===== src/rtl/sat_sched_pkg.sv =====
// Shared encodings for the WalkSAT thread scheduler: FSM states, host beat types
// and report status codes.
package sat_sched_pkg;

    localparam logic [2:0] ST_IDLE   = 3'd0;
    localparam logic [2:0] ST_ARM    = 3'd1;
    localparam logic [2:0] ST_LOAD   = 3'd2;
    localparam logic [2:0] ST_DRAIN  = 3'd3;
    localparam logic [2:0] ST_RUN    = 3'd4;
    localparam logic [2:0] ST_REPORT = 3'd5;

    localparam logic [1:0] BEAT_ATT  = 2'd0;
    localparam logic [1:0] BEAT_CT   = 2'd1;
    localparam logic [1:0] BEAT_UCB  = 2'd2;
    localparam logic [1:0] BEAT_RSVD = 2'd3;

    localparam logic [1:0] STAT_NONE    = 2'd0;
    localparam logic [1:0] STAT_SAT     = 2'd1;
    localparam logic [1:0] STAT_UNSAT   = 2'd2;
    localparam logic [1:0] STAT_TIMEOUT = 2'd3;

endpackage


===== src/rtl/sat_winner_pe.sv =====
// Lowest-index priority encoder: picks the first satisfied thread when several
// report SAT in the same cycle.
module sat_winner_pe #(
    parameter int N = 4,
    localparam int W = (N > 1) ? $clog2(N) : 1
) (
    input  logic [N-1:0] req,
    output logic         any,
    output logic [W-1:0] idx
);

    assign any = |req;

    // Scan from the top so the lowest set bit is the last one written.
    always_comb begin
        idx = '0;
        for (int k = N - 1; k >= 0; k--) begin
            if (req[k]) idx = W'(k);
        end
    end

endmodule


===== src/rtl/thread_scheduler.sv =====
// Sequences NUM_THREADS WalkSAT solver threads from one host load stream and
// reports the first SAT thread, all-exhausted UNSAT, or a watchdog TIMEOUT.
module thread_scheduler
    import sat_sched_pkg::*;
#(
    parameter int          NUM_THREADS     = 4,
    parameter int          LOAD_ADDR_W     = 13,
    parameter int          LOAD_DATA_W     = 256,
    parameter int          UCNT_W          = 11,
    parameter logic [31:0] WATCHDOG_CYCLES = 32'h0FFF_FFFF,
    localparam int         WIN_W           = (NUM_THREADS > 1) ? $clog2(NUM_THREADS) : 1
) (
    input  logic                          clk,
    input  logic                          rst_n,
    input  logic                          host_start_i,
    input  logic                          host_valid_i,
    output logic                          host_ready_o,
    input  logic [1:0]                    host_type_i,
    input  logic [NUM_THREADS-1:0]        host_mask_i,
    input  logic [LOAD_ADDR_W-1:0]        host_addr_i,
    input  logic [LOAD_DATA_W-1:0]        host_data_i,
    input  logic                          host_last_i,
    output logic [NUM_THREADS-1:0]        thr_start_o,
    output logic [NUM_THREADS-1:0]        thr_start_run_o,
    output logic [NUM_THREADS-1:0]        thr_att_valid_o,
    output logic [NUM_THREADS-1:0]        thr_ct_valid_o,
    output logic [NUM_THREADS-1:0]        thr_ucb_valid_o,
    output logic [LOAD_ADDR_W-1:0]        thr_addr_o,
    output logic [LOAD_DATA_W-1:0]        thr_data_o,
    input  logic [NUM_THREADS-1:0]        thr_load_done_i,
    input  logic [NUM_THREADS-1:0]        thr_done_i,
    input  logic [NUM_THREADS*UCNT_W-1:0] thr_ucnt_i,
    output logic                          busy_o,
    output logic                          result_valid_o,
    output logic [1:0]                    status_o,
    output logic [WIN_W-1:0]              winner_o,
    output logic [31:0]                   run_cycles_o,
    output logic [2:0]                    dbg_state_o
);

    // Host beat handshake: a beat transfers on a rising edge where host_valid_i
    // and host_ready_o are both high; ready is a pure function of state (LOAD),
    // so it never depends on valid combinationally.
    logic [2:0]             state, state_nxt;
    logic                   accept;
    logic                   loads_seen;
    logic [NUM_THREADS-1:0] sat_vec;
    logic                   any_sat;
    logic [WIN_W-1:0]       win_idx;
    logic                   all_done;
    logic                   watchdog_hit;

    assign host_ready_o    = (state == ST_LOAD);
    assign accept          = host_valid_i & host_ready_o;
    assign thr_start_o     = {NUM_THREADS{state == ST_ARM}};
    assign thr_start_run_o = {NUM_THREADS{(state == ST_RUN) && !loads_seen}};
    assign busy_o          = (state != ST_IDLE) && (state != ST_REPORT);
    assign result_valid_o  = (state == ST_REPORT);
    assign dbg_state_o     = state;
    assign all_done        = &thr_done_i;
    assign watchdog_hit    = (run_cycles_o == WATCHDOG_CYCLES - 32'd1);

    always_comb begin
        sat_vec = '0;
        for (int k = 0; k < NUM_THREADS; k++) begin
            sat_vec[k] = thr_done_i[k] && (thr_ucnt_i[k*UCNT_W +: UCNT_W] == '0);
        end
    end

    sat_winner_pe #(.N(NUM_THREADS)) u_winner_pe (
        .req (sat_vec),
        .any (any_sat),
        .idx (win_idx)
    );

    always_comb begin
        state_nxt = state;
        case (state)
            ST_IDLE:   if (host_start_i) state_nxt = ST_ARM;
            ST_ARM:    state_nxt = ST_LOAD;
            ST_LOAD:   if (accept && host_last_i) state_nxt = ST_DRAIN;
            ST_DRAIN:  state_nxt = ST_RUN;
            ST_RUN:    if (any_sat || all_done || watchdog_hit) state_nxt = ST_REPORT;
            ST_REPORT: if (host_start_i) state_nxt = ST_ARM;
            default:   state_nxt = ST_IDLE;
        endcase
    end

    always_ff @(posedge clk or negedge rst_n) begin
        if (!rst_n) begin
            state           <= ST_IDLE;
            loads_seen      <= 1'b0;
            thr_att_valid_o <= '0;
            thr_ct_valid_o  <= '0;
            thr_ucb_valid_o <= '0;
            thr_addr_o      <= '0;
            thr_data_o      <= '0;
            status_o        <= STAT_NONE;
            winner_o        <= '0;
            run_cycles_o    <= '0;
        end else begin
            state <= state_nxt;

            if (accept) begin
                thr_att_valid_o <= (host_type_i == BEAT_ATT) ? host_mask_i : '0;
                thr_ct_valid_o  <= (host_type_i == BEAT_CT)  ? host_mask_i : '0;
                thr_ucb_valid_o <= (host_type_i == BEAT_UCB) ? host_mask_i : '0;
                thr_addr_o      <= host_addr_i;
                thr_data_o      <= host_data_i;
            end else begin
                thr_att_valid_o <= '0;
                thr_ct_valid_o  <= '0;
                thr_ucb_valid_o <= '0;
            end

            // The exit cycle does not count, so a timeout freezes at WATCHDOG_CYCLES-1.
            if (state_nxt == ST_ARM) begin
                status_o     <= STAT_NONE;
                winner_o     <= '0;
                run_cycles_o <= '0;
                loads_seen   <= 1'b0;
            end else if (state == ST_RUN) begin
                if (&thr_load_done_i) loads_seen <= 1'b1;
                if (state_nxt == ST_REPORT) begin
                    if (any_sat) begin
                        status_o <= STAT_SAT;
                        winner_o <= win_idx;
                    end else if (all_done) begin
                        status_o <= STAT_UNSAT;
                    end else begin
                        status_o <= STAT_TIMEOUT;
                    end
                end else if (run_cycles_o != '1) begin
                    run_cycles_o <= run_cycles_o + 32'd1;
                end
            end
        end
    end

endmodule

===== config.mk =====
export PLATFORM = sky130hd
export DESIGN_NAME = thread_scheduler
export DESIGN_NICKNAME = d
export VERILOG_FILES = /design/src/rtl/sat_sched_pkg.sv /design/src/rtl/sat_winner_pe.sv /design/src/rtl/thread_scheduler.sv
export SDC_FILE = /design/constraint.sdc
export NUM_CORES = 1
export LEC_CHECK = 0
export BUFFER_PORTS_ARGS = -buffer_cell sky130_fd_sc_hd__buf_4
export CAP_MARGIN = 20
export CORE_AREA = 2 2 256 258
export DETAILED_ROUTE_END_ITERATION = 10
export DIE_AREA = 0 0 258 260
export GPL_TIMING_DRIVEN = 0
export PLACE_DENSITY_LB_ADDON = 0.2
export SYNTH_ARGS = -nofsm -noshare
export SYNTH_HDL_FRONTEND = slang
export SYNTH_SLANG_ARGS = --single-unit
export TNS_END_PERCENT = 100

===== constraint.sdc =====
create_clock -name clk -period 3.3 [get_ports clk]
set_clock_uncertainty 0.15 [all_clocks]
set_input_delay 0.165 -clock clk [delete_from_list [all_inputs] [get_ports clk]]
set_output_delay 0.165 -clock clk [all_outputs]
set_load 0.02 [all_outputs]

Yosys cells after proc, flatten, opt, wreduce, memory -nomap -nowiden
Index checks and enable logic that the tools add are counted. Widths: inputs -> output; s select.

Register bits: 321. Latch bits: 0. Bits in read-only memories: 0. Word-level logic and storage cells: 85. Memories kept: 0. Memory bits (writable): 0.

Shifts and indexed selects: 0. Reduce and logical (&&, ||, !) cells: 30. Eq/ne operators: 13. Mux-type cells: 30. Multipliers: 0. Bitwise operators: 1. Divide/modulo/power cells: 0. Add/subtract/negate cells: 1. Order comparisons: 0.

Operators with widths (number): $mux 32 (4); $logic_not 11->1 (4); $add 32x1->32 const B (1); $eq 32x28->1 const B (1); $ne 32x32->1 const B (1); $mux 2 (12); $mux 4 (6); $pmux 3 s5 (1); $reduce_bool 2->1 (5); $eq 3x3->1 const B (3); $mux 3 (3); $reduce_and 4->1 (2); $logic_and 1x1->1 (7); $eq 3x1->1 const B (2); $eq 3x2->1 const B (2); $reduce_and 3->1 (2); $mux 1 (4); $reduce_and 2->1 (2); $reduce_or 4->1 (1); $logic_not 3->1 (1); $ne 3x3->1 const B (1); $reduce_bool 3->1 (1); $eq 2x1->1 const B (1); $eq 2x2->1 const B (1); other kinds (6) (7).

Logic depth before layout (Yosys ltp)
Gate-level depths: netlist of run 1.

Depth after elaboration: 11. Depth in mapped cells: 9. Mapped depth without buffers: 8.

Cells and area by module
Synthesis of run 1 repeated with hierarchy kept, for this count alone.

Cells, all modules: 1468. Area total of the unflattened synthesis: 13015.0 um2.

By module, submodules not included: thread_scheduler (cells an instance 1461, area each 12979.9 um2, seq. area each 8032.7 um2, times used 1); sat_winner_pe (cells an instance 7, area each 35.0 um2, seq. area each 0.0 um2, times used 1).

Worst setup path after synthesis of run 1
Ideal clock, no wire load.

Kind: register to register. Start: register state[0], in the netlist dbg_state_o[0]. End: register thr_data_o[149]. Data required time: 3025 ps. Period minus slack after synthesis: 2756 ps. Setup slack: 544 ps. Stages on the path, launching flop included: 8. Path buffers: 4. Data arrival time: 2481 ps. Path through: dfrtp_1 > clkbuf_1 > nor3b_1 > and2_1 > clkbuf_1 > clkbuf_1 > buf_2 > mux2_2.

Cells in the longest elaborated chain, start to end: 2.

Ends and longest elaborated chain: start: declaration (RTL line thread_scheduler.sv:44) `logic [2:0] state, state_nxt;`; start signal: assignment (RTL line thread_scheduler.sv:102) `state <= state_nxt;`; $eq 3x2->1 (RTL line thread_scheduler.sv:53) `assign host_ready_o = (state == ST_LOAD);`; named net host_ready_o (RTL line thread_scheduler.sv:17) `output logic host_ready_o,`; $and 1x1->1 (RTL line thread_scheduler.sv:54) `assign accept = host_valid_i & host_ready_o;`; end signal: assignment (RTL line thread_scheduler.sv:109) `thr_data_o <= host_data_i;`; end: declaration (RTL line thread_scheduler.sv:29) `output logic [LOAD_DATA_W-1:0] thr_data_o,`.

The timed path passes the listed nets, and every way through them passes these cells. A chain may end at the register's enable or synchronous reset.

Worst setup path in the final report of run 1
Start: register state[0], in the netlist dbg_state_o[0]. End: register thr_data_o[43].

Cells in the longest elaborated chain, start to end: 2.

Ends and longest elaborated chain (RTL line): $eq 3x2->1 (thread_scheduler.sv:53); $and 1x1->1 (thread_scheduler.sv:54).

Every way passes these cells.

==> results of run 1 <==
==> path summary, 6_finish.rpt <==
kind / slack (ns) / start / end
max reg2reg: 0.28 / dbg_state_o[0]$_DFF_PN0_ / thr_data_o[43]$_DFFE_PN0P_
max: 0.28 / dbg_state_o[0]$_DFF_PN0_ / thr_data_o[43]$_DFFE_PN0P_
max in group asynchronous: 1.33 / rst_n / thr_data_o[94]$_DFFE_PN0P_
min in group asynchronous: 0.57 / rst_n / run_cycles_o[24]$_DFFE_PN0P_
min reg2reg: 0.35 / thr_data_o[201]$_DFFE_PN0P_ / thr_data_o[201]$_DFFE_PN0P_
min: -0.03 / thr_ucnt_i[7] / winner_o[0]$_DFFE_PN0P_
==> layout by cell type, fill, tap and decap left out, types with 6 or more instances in the layout <==
master and n:
a21oi_1 23, a21oi_2 7, buf_2 28, buf_4 667
clkbuf_1 11, clkbuf_16 41, clkbuf_8 8, clkinv_2 8
dfrtp_1 321, dlygate4sd3_1 289, inv_1 6, mux2_2 269
nand2_1 27, nand3_1 25, nand4_1 10, nor2_1 24
nor3_1 10, nor4_1 11, o21ai_0 18, o21ai_2 7
or3_1 22
==> routing by layer <==
layer  up-vias  routed length (microns)  track usage, %
li1       5166                        -               -
met1      5510                    17900            15.1
met2       376                    24800            24.5
met3        78                     3480            4.51
met4         4                     1340            4.58
met5         -                       26               0
==> final cells by class <==
cell class                      instances  area share (%)
Buffer                                 47            1.11
Clock buffer                           54            4.99
Clock inverter                         14           0.632
Inverter                                6          0.0972
Multi-Input combinational cell        506            19.5
Sequential cell                       321            34.7
Tap cell                              855            4.62
Timing Repair Buffer                  955            34.4
==> power by group through the flow <==
stage	Clock (mW)	Sequential, mW	Combinational [mW]
3_3_place_gp	0	6.60	8.68
5_1_grt	4.74	6.86	9.42
3_5_place_dp	0	6.65	8.75
6_report	4.37	6.61	8.92
2_1_floorplan	0	8.69	2.40
4_1_cts	4.57	6.62	9.06
==> timing repair <==
action,CTS,global route
resized for setup,5,2
endpoints found under the setup margin,278,2
endpoints found under the hold margin,512,0
hold buffers,291,0
buffers inserted,0,0
pin swaps,0,0
gates cloned,0,0
==> logic make-up after synthesis <==
group	Yosys count	synth area share (%)
AO/OA/AOI/OAI	69	3.50
XOR/XNOR	4	0.332
adder cells (fa/ha/maj)	2	0.195
buffers and inverters	53	2.14
flip-flops	321	62.8
multiplexers	271	23.8
AND/OR/NAND/NOR	160	7.24
==> worst max-delay path: cells and delay by family, from the launching register on <==
kind	cells	cell delay, ns
buf+inv	4	1.35
simple gates	2	0.65
mux	1	0.38
flops	1	0.37
==> stage by stage <==
step / cell area [sq um] / setup TNS, ns / utilization [%] / total power, mW
detailed placement: 18900 / -140.60 / 29.5 / 15.4
global placement: 18800 / -529.55 / 29.4 / 15.3
global route: 23200 / 0 / 36.1 / 21.0
finish: 23200 / 0 / 36.1 / 19.9
floorplan: 12800 / 0 / - / 11.1
CTS: 23200 / 0 / 36.1 / 20.2
==> flip-flops by register name, indices dropped and copies added, names as in the netlist <==
signal and cells:
thr_data_o 256, run_cycles_o 32, thr_addr_o 13, thr_att_valid_o 4
thr_ct_valid_o 4, thr_ucb_valid_o 4, dbg_state_o 3, status_o 2
winner_o 2, loads_seen 1
==> results.py, run 1 <==
metrics = {
    "outcome": {
        "status": "complete, but fails checks",
        "failed_checks": "hold timing",
    },
    "logic_synthesis": {
        "synth_area_leaders": "dfrtp_1, mux2_2, buf_2",
        "synth_top_cell_area_share_pct": 62.8,
        "synth.ff_latch_count": 321,
        "syn-num-nets": 1214,
        "synthCells": 880,
        "ys_seq_area_share_pct": 62.8,
        "synth_area_sq_mm": 0.0128,
        "synth_edf_count": 0,
        "synth_warnings": 0,
        "avgSynthCellArea_sq_um": 14.5,
        "synthDistinctLibCells": 46,
        "yosys.area.top_type": "dfrtp_1",
        "yosys-top-cells-count": "dfrtp_1, mux2_2, buf_2",
        "yosysMostFrequentCell": "dfrtp_1",
        "ys.flop_type": "dfrtp_1",
        "synthArstFlopShare_pct": 100,
    },
    "cts": {
        "clockBufferDepth": 3,
        "cts.sinks": 321,
        "path_clk_slew_ns": 0.06,
        "clock-root-buffer": "clkbuf_16",
        "cts_tree": "yes",
        "cts.htree.levels": 2,
        "cts_buffers": 41,
        "clk_latency_ns": 0.55,
    },
    "detailed_routing": {
        "vias": 11100,
        "drc": 0,
        "drt_iter0_markers": 321,
        "wirelength_microns": 47600,
        "wl_per_cell_microns": 17.2,
        "drt_first_pass_iters": 4,
        "vias_per_cell": 4.04,
        "ant_nets": 0,
    },
    "floorplanning": {
        "initial_core_util_pct": 20.0,
        "die_h_microns": 260,
        "core-area_sq_mm": 0.0641,
        "rows": 93,
        "dieArea_sq_mm": 0.0671,
        "fp.dieW_microns": 258,
        "io_pins": 663,
    },
    "pwr": {
        "intPower_mw": 12.6,
        "ir_worst_vdd_v": 0.000455,
        "p_per_area_mw_per_mm2": 859,
        "clock_power_share_pct": 22.0,
        "combPwrFrac_pct": 44.8,
        "p_seq_share_pct": 33.2,
        "leakagePower_nw": 10.6,
        "switchingPower_mw": 7.26,
        "swShare_pct": 36.5,
    },
    "critical_path": {
        "path_cells": "clkbuf_1 -> nor3b_4 -> and2_1 -> clkbuf_1 -> clkbuf_2 -> buf_2 -> mux2_2",
        "rr_worst_depth": 7,
        "arrival_ns": 3.31,
        "crit_type": "flip-flop to flip-flop",
        "cp_common_cell": "clkbuf_1",
        "crit_fanout": 10,
        "critical_path_required_ns": 3.58,
        "cp_slowest_stage_delay_ns": 0.46,
        "slowest_stage": "nor3b_4",
        "critPathCaptureType": "flip-flop",
        "cp-start-kind": "flip-flop",
    },
    "final_layout": {
        "fin_cells": 2758,
        "multi_input_comb_area_sq_mm": 0.00451,
        "fillers": 6309,
        "area_delta_synth_final_pct": 81.0,
        "drive_gt1_share_pct": 56.1,
        "regArea_sq_mm": 0.00803,
        "diodes": 0,
        "nets": 2212,
    },
    "timing": {
        "layout_worst_path_cycle_share_pct": 91.6,
        "setup_viol": 0,
        "min_period_ns": 3.02,
        "whs_ns": -0.0284,
        "tightest_slew_ns": 0.735,
        "final.setup.worst_slack_ns": 0.276,
        "slew_headroom_pct": 51.0,
        "rsz0062_at_grt": "false",
        "fmax_ghz": 0.331,
        "drv_slew": 0,
        "hold_viol_final": 1,
    },
    "global_route": {
        "grtUsageTotal_pct": 13.6,
        "grt_pass1_wl_microns": 71500,
        "grt_antenna_before_repair": 3,
        "grt_pass1_vias": 12200,
        "grt_max_degree": 108,
        "grt_overflow": 0,
    },
    "hold_path": {
        "min_path_cells": 5,
        "hold_path_class": "input port to flip-flop",
    },
    "place": {
        "io_buffers": 662,
        "dp_cells": 2400,
        "dp_hpwl_microns": 35700,
        "dp_slack_ns": -0.778,
        "gp_congestion": 0.767,
    },
    "run": {
        "drv_cap": 0,
    },
}
No activity file was read; power rests on OpenSTA's default activity.
==> run 2, diff against run 1 <==
--- a/config.mk
+++ b/config.mk
@@ -7,11 +7,13 @@
 export LEC_CHECK = 0
 export BUFFER_PORTS_ARGS = -buffer_cell sky130_fd_sc_hd__buf_4
 export CAP_MARGIN = 20
-export CORE_AREA = 2 2 256 258
+export CORE_AREA = 2 2 260 262
 export DETAILED_ROUTE_END_ITERATION = 10
-export DIE_AREA = 0 0 258 260
+export DIE_AREA = 0 0 262 264
+export GPL_ROUTABILITY_DRIVEN = 0
 export GPL_TIMING_DRIVEN = 0
 export PLACE_DENSITY_LB_ADDON = 0.2
+export SETUP_SLACK_MARGIN = 0.4
 export SYNTH_ARGS = -nofsm -noshare
 export SYNTH_HDL_FRONTEND = slang
 export SYNTH_SLANG_ARGS = --single-unit
==> results.py, run 2 (synthesized netlist as in run 1, its figures left out) <==
metrics = {
    "detailed_routing": {
        "drt_first_pass_iters": 4,
        "ant_nets": 0,
        "vias_per_cell": 4.02,
        "wl_per_cell_microns": 17.6,
        "drc": 0,
        "wirelength_microns": 48900,
        "drt_iter0_markers": 385,
        "vias": 11200,
    },
    "global_route": {
        "grtUsageTotal_pct": 13.7,
        "grt_pass1_vias": 12400,
        "grt_pass1_wl_microns": 73200,
        "grt_antenna_before_repair": 2,
        "grt_overflow": 0,
        "grt_max_degree": 115,
    },
    "floorplanning": {
        "rows": 95,
        "dieArea_sq_mm": 0.0692,
        "core-area_sq_mm": 0.0666,
        "die_h_microns": 264,
        "initial_core_util_pct": 19.2,
        "io_pins": 663,
        "fp.dieW_microns": 262,
    },
    "timing": {
        "slew_headroom_pct": 47.0,
        "tightest_slew_ns": 0.795,
        "tns_ns": 0,
        "setup_viol": 0,
        "min_period_ns": 2.75,
        "layout_worst_path_cycle_share_pct": 83.4,
        "final.setup.worst_slack_ns": 0.546,
        "hold_viol_final": 0,
        "rsz0062_at_grt": "false",
        "drv_slew": 0,
        "fmax_ghz": 0.363,
    },
    "cts": {
        "cts.htree.levels": 2,
        "clk_latency_ns": 0.55,
        "clockBufferDepth": 3,
        "path_clk_slew_ns": 0.05,
        "cts_buffers": 41,
        "cts_tree": "yes",
        "cts.sinks": 321,
        "clock-root-buffer": "clkbuf_16",
    },
    "final_layout": {
        "top_register": "thr_data_o",
        "area_delta_synth_final_pct": 82.2,
        "largest_reg_flops": 256,
        "final_common_cell": "buf_4",
        "final_cell_mix": "buf_4, dfrtp_1, dlygate4sd3_1",
        "nets": 2217,
        "largestRegisters": "thr_data_o (256), run_cycles_o (32), thr_addr_o (13)",
        "drive_gt1_share_pct": 56.1,
    },
    "hold_path": {
        "hold_path_class": "input port to flip-flop",
    },
    "place": {
        "io_buffers": 662,
        "dp_hpwl_microns": 36600,
        "dp_slack_ns": -0.738,
    },
    "critical_path": {
        "critical_path_required_ns": 3.57,
        "arrival_ns": 3.02,
        "cp-start-kind": "input port",
        "regToRegSetupSlack_ns": 0.60,
        "crit_fanout": 2,
        "critPathCaptureType": "flip-flop",
        "crit_type": "input port to flip-flop",
    },
    "pwr": {
        "ir_worst_vdd_v": 0.000521,
        "p_per_area_mw_per_mm2": 863,
        "leakagePower_nw": 10.6,
    },
    "outcome": {
        "status": "finished, final reports clean",
    },
    "run": {
        "drv_cap": 0,
    },
}
## run 2: changes by cell type in the layout (fill, tap and decap cells not counted), moves of 2 or more
cell           before  now
buf_2              28   22
buf_4             667  673
clkbuf_4            1    7
clkinv_2            8    2
clkbuf_1           11   15
dlygate4sd3_1     289  293
diode_2             0    3
inv_6               2    0
nand2_1            27   25
nand2_2             0    2
nand3_1            25   23
## run 2: layout make-up
cell class              count  area [sq um]
flip-flops and latches    321          8030
inverters                   6          22.5
well taps                 873          1090
multi-input cells         506          4540
clock buffers              63          1220
diodes                      3          7.51
clock inverters             8           133
repair buffers            960          7990
plain buffers              47           285
fillers                  6704         43200
## run 2: final timing paths
check,from,end,depth (start not counted)
min in group asynchronous,rst_n,run_cycles_o[19]$_DFFE_PN0P_,2
setup reg to reg,dbg_state_o[0]$_DFF_PN0_,run_cycles_o[30]$_DFFE_PN0P_,7
hold / removal,thr_ucnt_i[19],winner_o[0]$_DFFE_PN0P_,6
setup / recovery,thr_ucnt_i[4],winner_o[1]$_DFFE_PN0P_,9
max in group asynchronous,rst_n,thr_data_o[128]$_DFFE_PN0P_,3
hold reg to reg,thr_data_o[222]$_DFFE_PN0P_,thr_data_o[222]$_DFFE_PN0P_,1
## run 2: worst max-delay path: stages
cell           delay (ns)
dlygate4sd3_1        0.53
buf_4                0.13
nor4_1               0.17
dlygate4sd3_1        0.58
nand3_1              0.11
dlygate4sd3_1        0.61
a21oi_1              0.12
dlygate4sd3_1        0.56
nor2_1               0.04
## run 2: through the flow
| step | utilization (%) | power, mW | cell area (sq um) | cells | hold WS [ns] |
|---|---|---|---|---|---|
| global route | 35.0 | 21.2 | 23300 | 2784 | 0.0443 |
| global placement | 28.3 | 15.3 | 18900 | 2415 | 0.225 |
| CTS | 34.9 | 20.4 | 23200 | 2781 | 0.00895 |
| finish | 35.0 | 20.1 | 23300 | 2787 | 0.0428 |
| floorplan | - | 11.1 | 12800 | 880 | -0.281 |
| detailed placement | 28.4 | 15.4 | 18900 | 2417 | 0.138 |
## run 2: repair_timing
| action | CTS | global route |
|---|---|---|
| endpoints found under the setup margin | 289 | 112 |
| resized for setup | 13 | 15 |
| pin swaps | 0 | 2 |
| hold buffers | 293 | 0 |
| buffers inserted | 0 | 3 |
| hold endpoints to repair | 383 | 0 |
## run 2: per-layer routing
layer | part of all wire (%) | global-route usage (%) | wire length, microns
met3 | 7.6 | 4.01 | 3710
met2 | 51 | 24.2 | 24900
met4 | 3.1 | 4.92 | 1530
met5 | 0.027 | 0 | 13
met1 | 38 | 15.5 | 18800
## run 2: power breakdown
part	switching, mW	internal (mW)
logic	4.57	4.38
registers	0.965	5.67
clock network	1.76	2.77
total	7.30	12.8
==> run 3, diff against run 2 <==
==> constraint.sdc (replaced) <==
create_clock -name clk -period 2.4 [get_ports clk]
set_clock_uncertainty 0.15 [all_clocks]
set_input_delay 0.12 -clock clk [delete_from_list [all_inputs] [get_ports clk]]
set_output_delay 0.12 -clock clk [all_outputs]
set_load 0.02 [all_outputs]
==> results.py, run 3 (synthesized netlist as in run 1, its figures left out) <==
metrics = {
    "pwr": {
        "p_per_area_mw_per_mm2": 1180,
        "leakagePower_nw": 12.5,
        "total_power_mw": 31.7,
        "ir_worst_vdd_v": 0.000660,
    },
    "place": {
        "dp_hpwl_microns": 36900,
        "place_area_sq_mm": 0.0204,
        "io_buffers": 662,
        "dp_cells": 2418,
    },
    "final_layout": {
        "nets": 2318,
        "top_register": "thr_data_o",
        "largest_reg_flops": 256,
        "final_cell_area_sq_mm": 0.0270,
        "drive_gt1_share_pct": 61.6,
        "largestRegisters": "thr_data_o (256), run_cycles_o (32), thr_addr_o (13)",
        "diodes": 0,
        "area_delta_synth_final_pct": 111,
        "final_cell_mix": "buf_4, dfrtp_1, dlygate4sd3_1",
        "utilization_pct": 40.5,
        "final_common_cell": "buf_4",
        "fin_cells": 2886,
    },
    "detailed_routing": {
        "drt_iter0_markers": 349,
        "wl_per_cell_microns": 19.0,
        "ant_nets": 0,
        "vias_per_cell": 4.07,
        "drc": 0,
        "wirelength_microns": 54700,
        "vias": 11700,
        "drt_first_pass_iters": 4,
    },
    "critical_path": {
        "crit_type": "flip-flop to flip-flop",
        "crit_fanout": 8,
        "critPathCaptureType": "flip-flop",
        "cp-start-kind": "flip-flop",
        "arrival_ns": 2.70,
        "critical_path_required_ns": 2.73,
    },
    "cts": {
        "clockBufferDepth": 3,
        "cts.htree.levels": 2,
        "cts.sinks": 321,
        "clk_latency_ns": 0.55,
        "clock-root-buffer": "clkbuf_16",
        "cts-hold-fix-buffers": 288,
        "cts_buffers": 41,
        "path_clk_slew_ns": 0.06,
        "cts_tree": "yes",
    },
    "floorplanning": {
        "die_h_microns": 264,
        "fp.dieW_microns": 262,
        "dieArea_sq_mm": 0.0692,
        "io_pins": 663,
        "rows": 95,
        "initial_core_util_pct": 19.2,
        "core-area_sq_mm": 0.0666,
    },
    "global_route": {
        "grt_pass1_vias": 12700,
        "grt_pass1_wl_microns": 78500,
        "grtUsageTotal_pct": 14.7,
        "grt_antenna_before_repair": 2,
        "grt_overflow": 0,
        "grt_max_degree": 107,
    },
    "timing": {
        "tightest_slew_ns": 0.727,
        "hold_viol_final": 48,
        "setup_viol": 0,
        "drv_slew": 0,
        "slew_headroom_pct": 51.1,
        "layout_worst_path_cycle_share_pct": 99.0,
        "whs_ns": -0.0844,
        "rsz0062_at_grt": "true",
        "min_period_ns": 2.38,
        "fmax_ghz": 0.421,
    },
    "outcome": {
        "status": "complete, but fails checks",
        "failed_checks": "hold timing",
    },
    "run": {
        "drv_cap": 0,
    },
    "hold_path": {
        "hold_path_class": "input port to async pin",
    },
}
## run 3: cell types whose count changed in the layout (fill, tap and decap cells not counted), moves of 19 or more
cell       delta
mux2_2      -269
mux2_4      +269
buf_12       +51
buf_6        +30
buf_2        -21
clkbuf_16    +21
buf_16       +19
## run 3: critical path: stages (launching register included)
cell     delay, ns
dfrtp_2       0.41
nand4_1       0.15
buf_4         0.14
nor4_4        0.03
buf_4         0.14
buf_6         0.12
a31oi_4       0.25
nand4_1       0.34
or3_1         0.46
a21oi_2       0.12
## run 3: final cells by class
type	count	area (sq um)
sequential	321	8050
tap	873	1090
fill	6261	39600
timing repair buffer	1061	9800
clock buffer	60	1210
inverter	6	22.5
multi-input combinational	506	5850
buffer	47	798
clock inverter	12	124
## run 3: final timing paths
path / from / end / slack (ns) / depth (start not counted)
setup reg to reg: run_cycles_o[13]$_DFFE_PN0P_ / run_cycles_o[28]$_DFFE_PN0P_ / 0.02 / 9
min in group clk: host_type_i[1] / thr_att_valid_o[2]$_DFF_PN0_ / 0.18 / 3
setup / recovery: run_cycles_o[13]$_DFFE_PN0P_ / run_cycles_o[28]$_DFFE_PN0P_ / 0.02 / 9
hold reg to reg: thr_data_o[168]$_DFFE_PN0P_ / thr_data_o[168]$_DFFE_PN0P_ / 0.36 / 1
max in group asynchronous: rst_n / run_cycles_o[13]$_DFFE_PN0P_ / 0.75 / 4
hold / removal: rst_n / thr_data_o[103]$_DFFE_PN0P_ / -0.08 / 2
## run 3: through the flow
step | TNS [ns] | setup WS (ns)
2_1_floorplan | 0 | 0.0396
3_3_place_gp | -704.70 | -2.58
3_5_place_dp | -6.77 | -0.389
4_1_cts | 0 | 0.0174
5_1_grt | -1.29 | -0.104
6_report | 0 | 0.0243
## run 3: metal layers
layer	up-vias	share of wire (%)	global-route usage [%]
met5	-	0.029	0
met4	2	2.6	4.52
met3	83	7.9	4.38
met2	443	50	26.0
met1	5831	39	17.0
li1	5379	-	-
## run 3: power by group
group / switching (mW) / internal (mW)
logic: 7.12 / 9.15
clock network: 2.48 / 3.70
registers: 1.45 / 7.81
## run 3: what timing repair did
| action | 4_1_cts | 5_1_grt |
|---|---|---|
| resized for setup | 46 | 112 |
| gates cloned | 22 | 14 |
| endpoints found under the setup margin | 319 | 326 |
| hold endpoints to repair | 416 | 48 |
| pin swaps | 10 | 26 |
| setup buffers | 36 | 36 |
